**src/rtl/minv_host_ctrl.sv**
```systemverilog
// ---------------------------------------------------------------------------
// minv_host_ctrl
//
// Host-side sequencer for a serial 256-bit modular-inverse unit.  One run:
//   IDLE --cmd_start--> LOAD_A (16 words of a) --> LOAD_P (16 words of p)
//   --> START (one-cycle minv_en) --> WAIT (for minv_rdy, with timeout)
//   --> READ (16 result words out, LSW first) --> FIN (done pulse) --> IDLE
//
// Ports
//   clk          rising-edge clock
//   rst          synchronous, active-low reset
//   cmd_start    start request, honoured only in IDLE
//   in_valid/in_data/in_ready       operand stream (a then p, LSW first)
//   out_valid/out_data/out_last/out_ready  result stream (LSW first)
//   busy         high in every state except IDLE
//   done         one-cycle pulse when a run completes
//   err          set by a WAIT timeout, cleared by the next accepted start
//   datain/loada/loadp/minv_en/outx1/outx2  serial port of the inverse unit
//   regx1out/regx2out/minv_rdy/minv_flag   results and status of the unit
// ---------------------------------------------------------------------------

// Protocol invariants of the controller's strobes, kept apart from the RTL.
module minv_host_ctrl_chk (
    input logic clk,
    input logic rst,
    input logic in_ready,
    input logic loada,
    input logic loadp,
    input logic minv_en,
    input logic outx1,
    input logic outx2,
    input logic out_valid,
    input logic out_last
);

    // Sample the invariants once per clock.
    always_ff @(posedge clk) begin
        if (rst) begin
            assert ($onehot0({loada, loadp, minv_en, outx1, outx2}))
                else $error("minv_host_ctrl_chk: more than one unit strobe active");
            assert (!(loada || loadp) || in_ready)
                else $error("minv_host_ctrl_chk: load strobe without in_ready");
            assert (!out_last || out_valid)
                else $error("minv_host_ctrl_chk: out_last without out_valid");
        end else begin
            assert (!(in_ready || loada || loadp || minv_en || outx1 || outx2))
                else $error("minv_host_ctrl_chk: strobe active during reset");
        end
    end

endmodule

module minv_host_ctrl #(
    parameter int TIMEOUT_CYC = 65535,
    parameter int WORDS       = 16
) (
    input  logic        clk,
    input  logic        rst,
    input  logic        cmd_start,
    input  logic        in_valid,
    input  logic [15:0] in_data,
    output logic        in_ready,
    output logic        out_valid,
    output logic [15:0] out_data,
    output logic        out_last,
    input  logic        out_ready,
    output logic        busy,
    output logic        done,
    output logic        err,
    output logic [15:0] datain,
    output logic        loada,
    output logic        loadp,
    output logic        minv_en,
    output logic        outx1,
    output logic        outx2,
    input  logic [15:0] regx1out,
    input  logic [15:0] regx2out,
    input  logic        minv_rdy,
    input  logic        minv_flag
);

    localparam logic [2:0] ST_IDLE   = 3'd0;
    localparam logic [2:0] ST_LOAD_A = 3'd1;
    localparam logic [2:0] ST_LOAD_P = 3'd2;
    localparam logic [2:0] ST_START  = 3'd3;
    localparam logic [2:0] ST_WAIT   = 3'd4;
    localparam logic [2:0] ST_READ   = 3'd5;
    localparam logic [2:0] ST_FIN    = 3'd6;

    // WAIT counter wide enough to hold 0 .. TIMEOUT_CYC-1.
    localparam int             TCW        = $clog2(TIMEOUT_CYC + 1);
    localparam logic [TCW-1:0] TC_LAST    = TCW'(TIMEOUT_CYC - 1);
    // rdy may still be high from the previous run for the first two cycles.
    localparam logic [TCW-1:0] BLANK_CYC  = TCW'(2);
    localparam logic [3:0]     WCNT_LAST  = 4'(WORDS - 1);
    localparam logic [4:0]     RD_WORDS   = 5'(WORDS);

    logic [2:0]     state_q,     state_d;
    logic [3:0]     wcnt_q,      wcnt_d;
    logic [4:0]     rcnt_q,      rcnt_d;
    logic [TCW-1:0] wait_cnt_q,  wait_cnt_d;
    logic           sel_q,       sel_d;
    logic [15:0]    out_data_q,  out_data_d;
    logic           out_valid_q, out_valid_d;
    logic           err_q,       err_d;

    logic           in_ready_s;
    logic           loada_s;
    logic           loadp_s;
    logic           minv_en_s;
    logic           outx1_s;
    logic           outx2_s;
    logic           done_s;
    logic           rd_strobe_s;
    logic           out_last_s;

    // The held word is the last one once all 16 have been captured.
    assign out_last_s = out_valid_q & (rcnt_q == RD_WORDS);

    // Next-state and strobe decode for the run sequencer.
    always_comb begin
        state_d     = state_q;
        wcnt_d      = wcnt_q;
        rcnt_d      = rcnt_q;
        wait_cnt_d  = wait_cnt_q;
        sel_d       = sel_q;
        out_data_d  = out_data_q;
        out_valid_d = out_valid_q;
        err_d       = err_q;
        in_ready_s  = 1'b0;
        loada_s     = 1'b0;
        loadp_s     = 1'b0;
        minv_en_s   = 1'b0;
        outx1_s     = 1'b0;
        outx2_s     = 1'b0;
        done_s      = 1'b0;
        rd_strobe_s = 1'b0;

        case (state_q)
            ST_IDLE: begin
                if (cmd_start) begin
                    state_d = ST_LOAD_A;
                    wcnt_d  = 4'd0;
                    rcnt_d  = 5'd0;
                    err_d   = 1'b0;
                end else begin
                    state_d = ST_IDLE;
                end
            end

            ST_LOAD_A: begin
                in_ready_s = 1'b1;
                loada_s    = in_valid;
                if (in_valid) begin
                    wcnt_d = wcnt_q + 4'd1;
                    if (wcnt_q == WCNT_LAST) begin
                        state_d = ST_LOAD_P;
                    end else begin
                        state_d = ST_LOAD_A;
                    end
                end else begin
                    wcnt_d = wcnt_q;
                end
            end

            ST_LOAD_P: begin
                in_ready_s = 1'b1;
                loadp_s    = in_valid;
                if (in_valid) begin
                    wcnt_d = wcnt_q + 4'd1;
                    if (wcnt_q == WCNT_LAST) begin
                        state_d = ST_START;
                    end else begin
                        state_d = ST_LOAD_P;
                    end
                end else begin
                    wcnt_d = wcnt_q;
                end
            end

            ST_START: begin
                minv_en_s  = 1'b1;
                wait_cnt_d = {TCW{1'b0}};
                state_d    = ST_WAIT;
            end

            ST_WAIT: begin
                // A ready seen after blanking wins over a timeout in the same cycle.
                if ((wait_cnt_q >= BLANK_CYC) && minv_rdy) begin
                    state_d = ST_READ;
                    sel_d   = minv_flag;
                    rcnt_d  = 5'd0;
                end else if (wait_cnt_q == TC_LAST) begin
                    state_d = ST_IDLE;
                    err_d   = 1'b1;
                end else begin
                    wait_cnt_d = wait_cnt_q + TCW'(1);
                end
            end

            ST_READ: begin
                // Fetch a new word only when the output slot is free or draining.
                rd_strobe_s = (~out_valid_q | out_ready) & (rcnt_q < RD_WORDS);
                outx1_s     = rd_strobe_s & ~sel_q;
                outx2_s     = rd_strobe_s & sel_q;
                if (rd_strobe_s) begin
                    out_data_d  = sel_q ? regx2out : regx1out;
                    out_valid_d = 1'b1;
                    rcnt_d      = rcnt_q + 5'd1;
                end else if (out_ready) begin
                    out_valid_d = 1'b0;
                end else begin
                    out_valid_d = out_valid_q;
                end
                if (out_valid_q & out_ready & out_last_s) begin
                    state_d = ST_FIN;
                end else begin
                    state_d = ST_READ;
                end
            end

            ST_FIN: begin
                done_s  = 1'b1;
                state_d = ST_IDLE;
            end

            default: begin
                state_d = ST_IDLE;
            end
        endcase
    end

    // State and datapath registers with synchronous active-low reset.
    always_ff @(posedge clk) begin
        if (!rst) begin
            state_q     <= ST_IDLE;
            wcnt_q      <= 4'd0;
            rcnt_q      <= 5'd0;
            wait_cnt_q  <= {TCW{1'b0}};
            sel_q       <= 1'b0;
            out_data_q  <= 16'd0;
            out_valid_q <= 1'b0;
            err_q       <= 1'b0;
        end else begin
            state_q     <= state_d;
            wcnt_q      <= wcnt_d;
            rcnt_q      <= rcnt_d;
            wait_cnt_q  <= wait_cnt_d;
            sel_q       <= sel_d;
            out_data_q  <= out_data_d;
            out_valid_q <= out_valid_d;
            err_q       <= err_d;
        end
    end

    // Strobes are forced low while reset is asserted so an abort issues
    // nothing further, even in the cycle before the reset edge.
    assign in_ready  = rst & in_ready_s;
    assign loada     = rst & loada_s;
    assign loadp     = rst & loadp_s;
    assign minv_en   = rst & minv_en_s;
    assign outx1     = rst & outx1_s;
    assign outx2     = rst & outx2_s;
    assign datain    = (rst & in_ready_s) ? in_data : 16'd0;
    assign busy      = rst & (state_q != ST_IDLE);
    assign done      = rst & done_s;
    assign err       = err_q;
    assign out_valid = out_valid_q;
    assign out_data  = out_data_q;
    assign out_last  = out_last_s;

    minv_host_ctrl_chk u_chk (
        .clk       (clk),
        .rst       (rst),
        .in_ready  (in_ready),
        .loada     (loada),
        .loadp     (loadp),
        .minv_en   (minv_en),
        .outx1     (outx1),
        .outx2     (outx2),
        .out_valid (out_valid),
        .out_last  (out_last)
    );

endmodule

```
**config.mk**
```make
export PLATFORM = sky130hd
export DESIGN_NAME = minv_host_ctrl
export DESIGN_NICKNAME = d
export VERILOG_FILES = /design/src/rtl/minv_host_ctrl.sv
export SDC_FILE = /design/constraint.sdc
export NUM_CORES = 1
export LEC_CHECK = 0
export BUFFER_PORTS_ARGS = -buffer_cell sky130_fd_sc_hd__buf_2
export CORE_ASPECT_RATIO = 1.1
export CORE_UTILIZATION = 41
export DETAILED_ROUTE_END_ITERATION = 6
export GPL_TIMING_DRIVEN = 0
export PLACE_DENSITY = 0.74
export RECOVER_POWER = 50
export SLEW_MARGIN = 20
export SYNTH_ARGS = -nofsm -noshare
export SYNTH_HDL_FRONTEND = slang
export SYNTH_SLANG_ARGS = --single-unit
```
**constraint.sdc**
```tcl
create_clock -name clk -period 2.3 [get_ports clk]
set_clock_uncertainty 0.2 [all_clocks]
set_input_delay 0.23 -clock clk [delete_from_list [all_inputs] [get_ports clk]]
set_output_delay 0.23 -clock clk [all_outputs]
set_load 0.03 [all_outputs]
```
==> flow_summary.ini <==
[placed_design]
dp_hpwl_mm = 4.82
port_buffers = 97
place.gp.congestion = 0.822

[run_status]
status = finished, violations left
violations = setup timing

[global_routing]
gr-total-overflow = 0
grt_max_degree = 16
grt_usage = 0.204
grt_antenna_before_repair = 0
grt_first_pass_wirelength_mm = 11.0
grt_pass1_vias = 2449

[sta]
timing.fmax_mhz = 432
relSlewSlack = 0.637
finalSetupViolations = 1
period_minus_slack_ns = 2.32
worstMarginPinSlew_ns = 0.544
worst_hold_slack_ns = 0.0465
rsz0062_at_grt = yes
final_hold_viol_count = 0
final_max_slew_viol_count = 0
worst_slack_ns = -0.0163
timing.final.crit_share = 1.01

[synth]
ys_ff_latch = 47
async_flop_share = 0
synth_warnings = 0
seq_area_frac_synth = 0.366
synth_flop_cell = dfxtp_1
synth-edff-count = 0
synth_nets = 373
postSynthCellCount = 313
synth_cell_types = 49
syn_area_per_cell_um2 = 8.21
synth_area_mm2 = 0.00257

[clock_tree]
path_clk_slew_ns = 0.10
clock-root-buffer = clkbuf_8
clock_sinks = 47
cts_made_buffers = 5
cts_buffer_depth = 2
cts.htree.levels = 2
tritoncts = built
clkLatencyLatePin_ns = 0.31

[floorplanning]
core_area_mm2 = 0.00591
start_util = 0.435
die_area_mm2 = 0.00659
rows = 29
die-height_um = 85.0
top_level_ports = 98
die_x_um = 77.5

[worst_hold_path]
hp-class = in2reg

[final_layout]
layout-drive-gt1-share = 0.339
fillers = 509
area_growth_pct = 38.1
fin_nets = 490
n_antenna_cell = 0
regArea_um2 = 951
multiInputGateArea_mm2 = 0.00167

[detailed_routing]
wirelength_mm = 7.09
vias = 2774
vias_per_cell = 5.46
drc = 0
ant_nets = 0
firstDrtPassIters = 4
wire_per_inst_um = 14.0
drt-initial-drc-count = 132

[critical_path]
end_kind = flip-flop
cp_data_arrival_time_ns = 2.36
start_kind = flip-flop
cp_max_fo = 6
criticalPathCategory = reg2reg
required_ns = 2.34

[pwr]
p_total_mw = 1.92
power.density_mw_per_mm2 = 540
ir_drop_mv = 0.268
p_leak_nw = 1.39

[flow_run]
maxCapViolations = 0
worst paths after layout:
check	startpoint	endpoint	slack, ns	cells past startpoint
max	wait_cnt_q[0]$_SDFFE_PN0P_	wait_cnt_q[8]$_SDFFE_PN0P_	-0.02	7
min	regx1out[6]	out_data[6]$_SDFFE_PN0P_	0.05	3
max reg2reg	wait_cnt_q[0]$_SDFFE_PN0P_	wait_cnt_q[8]$_SDFFE_PN0P_	-0.02	7
min reg2reg	err$_SDFFE_PN0P_	err$_SDFFE_PN0P_	0.29	2
power breakdown:
group,internal (mW),switching (mW)
combinational,0.168,0.276
sequential,0.832,0.0203
clock,0.324,0.297
per-layer routing:
metal | wire (um) | vias to the layer above | track usage
met5 | 0 | - | 0
met4 | 98 | 0 | 0.0497
met3 | 411 | 12 | 0.0452
met2 | 3570 | 107 | 0.350
met1 | 3010 | 1271 | 0.258
li1 | - | 1384 | -
registers in the layout (all words and copies together), names as in the netlist:
| register | count |
|---|---|
| sel_q | 1 |
| out_data | 16 |
| rcnt_q | 5 |
| out_valid | 1 |
| wait_cnt_q | 16 |
| state_q | 3 |
| err | 1 |
| wcnt_q | 4 |
logic make-up (layout without fill, tap and decap cells):
group,after synthesis,in the layout,share of synthesized area
adders and majority gates,5,5,0.0243
DFF,47,47,0.366
AOI/OAI and AO/OA,62,63,0.160
and+or+nand+nor,146,146,0.304
xor gates and xnor gates,6,6,0.0204
muxes,20,20,0.0789
buffers and inverters,27,144,0.0458
through the flow:
step | setup TNS (ns) | worst slack [ns] | area [um2] | util | std cells
6_report | -0.0163 | -0.0163 | 3550 | 0.600 | 508
5_1_grt | -0.944 | -0.111 | 3550 | 0.600 | 508
4_1_cts | -0.0125 | -0.0125 | 3430 | 0.581 | 503
3_5_place_dp | -3.96 | -0.273 | 3170 | 0.535 | 487
3_3_place_gp | -3.80 | -0.293 | 3170 | 0.535 | 487
2_1_floorplan | 0 | 0.0203 | 2580 | - | 313
Yosys cell counts, drive strengths merged, types with 7 or more instances:
cell type,n,area [um2]
a211oi,16,120
dfxtp,47,941
and2,17,106
o31ai,7,52.6
o21ai,9,45.0
nor2,42,158
clkbuf,17,63.8
inv,7,26.3
nor4,8,56.3
a21oi,17,85.1
nand2,17,63.8
mux2i,18,180
nor3,9,45.0
nand3,14,70.1
placed cells by master, fill, tap and decap left out, drive strengths merged, types with 3 or more instances in the layout:
| cell | count |
|---|---|
| inv | 7 |
| and3 | 5 |
| mux2i | 18 |
| and4 | 3 |
| nand2 | 17 |
| a21oi | 17 |
| nand4 | 6 |
| nor4 | 8 |
| or4 | 6 |
| and2 | 17 |
| xnor2 | 6 |
| ha | 5 |
| nand3 | 14 |
| nor3 | 9 |
| nor2 | 42 |
| buf | 97 |
| dfxtp | 47 |
| o21ai | 9 |
| clkbuf | 36 |
| or3 | 6 |
| a211oi | 16 |
| o31ai | 7 |
worst max-delay path: stages (launching register included):
cell and delay, ns:
dfxtp_4 0.36, inv_2 0.04, ha_4 0.16, nor4_4 0.21, a41oi_2 0.24, o31a_1 0.39
or4_1 0.50, a21oi_1 0.15
cell type report:
type,count,share of cell area
Multi-Input combinational cell,240,0.471
Tap cell,77,0.0271
Timing Repair Buffer,110,0.159
Inverter,7,0.00740
Clock inverter,3,0.0123
Sequential cell,47,0.268
Clock buffer,5,0.0194
Buffer,19,0.0356
repair_timing:
item                                    CTS  global route
gates cloned                              2             0
hold buffers                              1             0
endpoints found under the setup margin   40            32
resized for setup                        28            32
endpoints found under the hold margin     1             0
buffers inserted                          6             5
pin swaps                                10            10
Power figures use the tool's default switching activity.
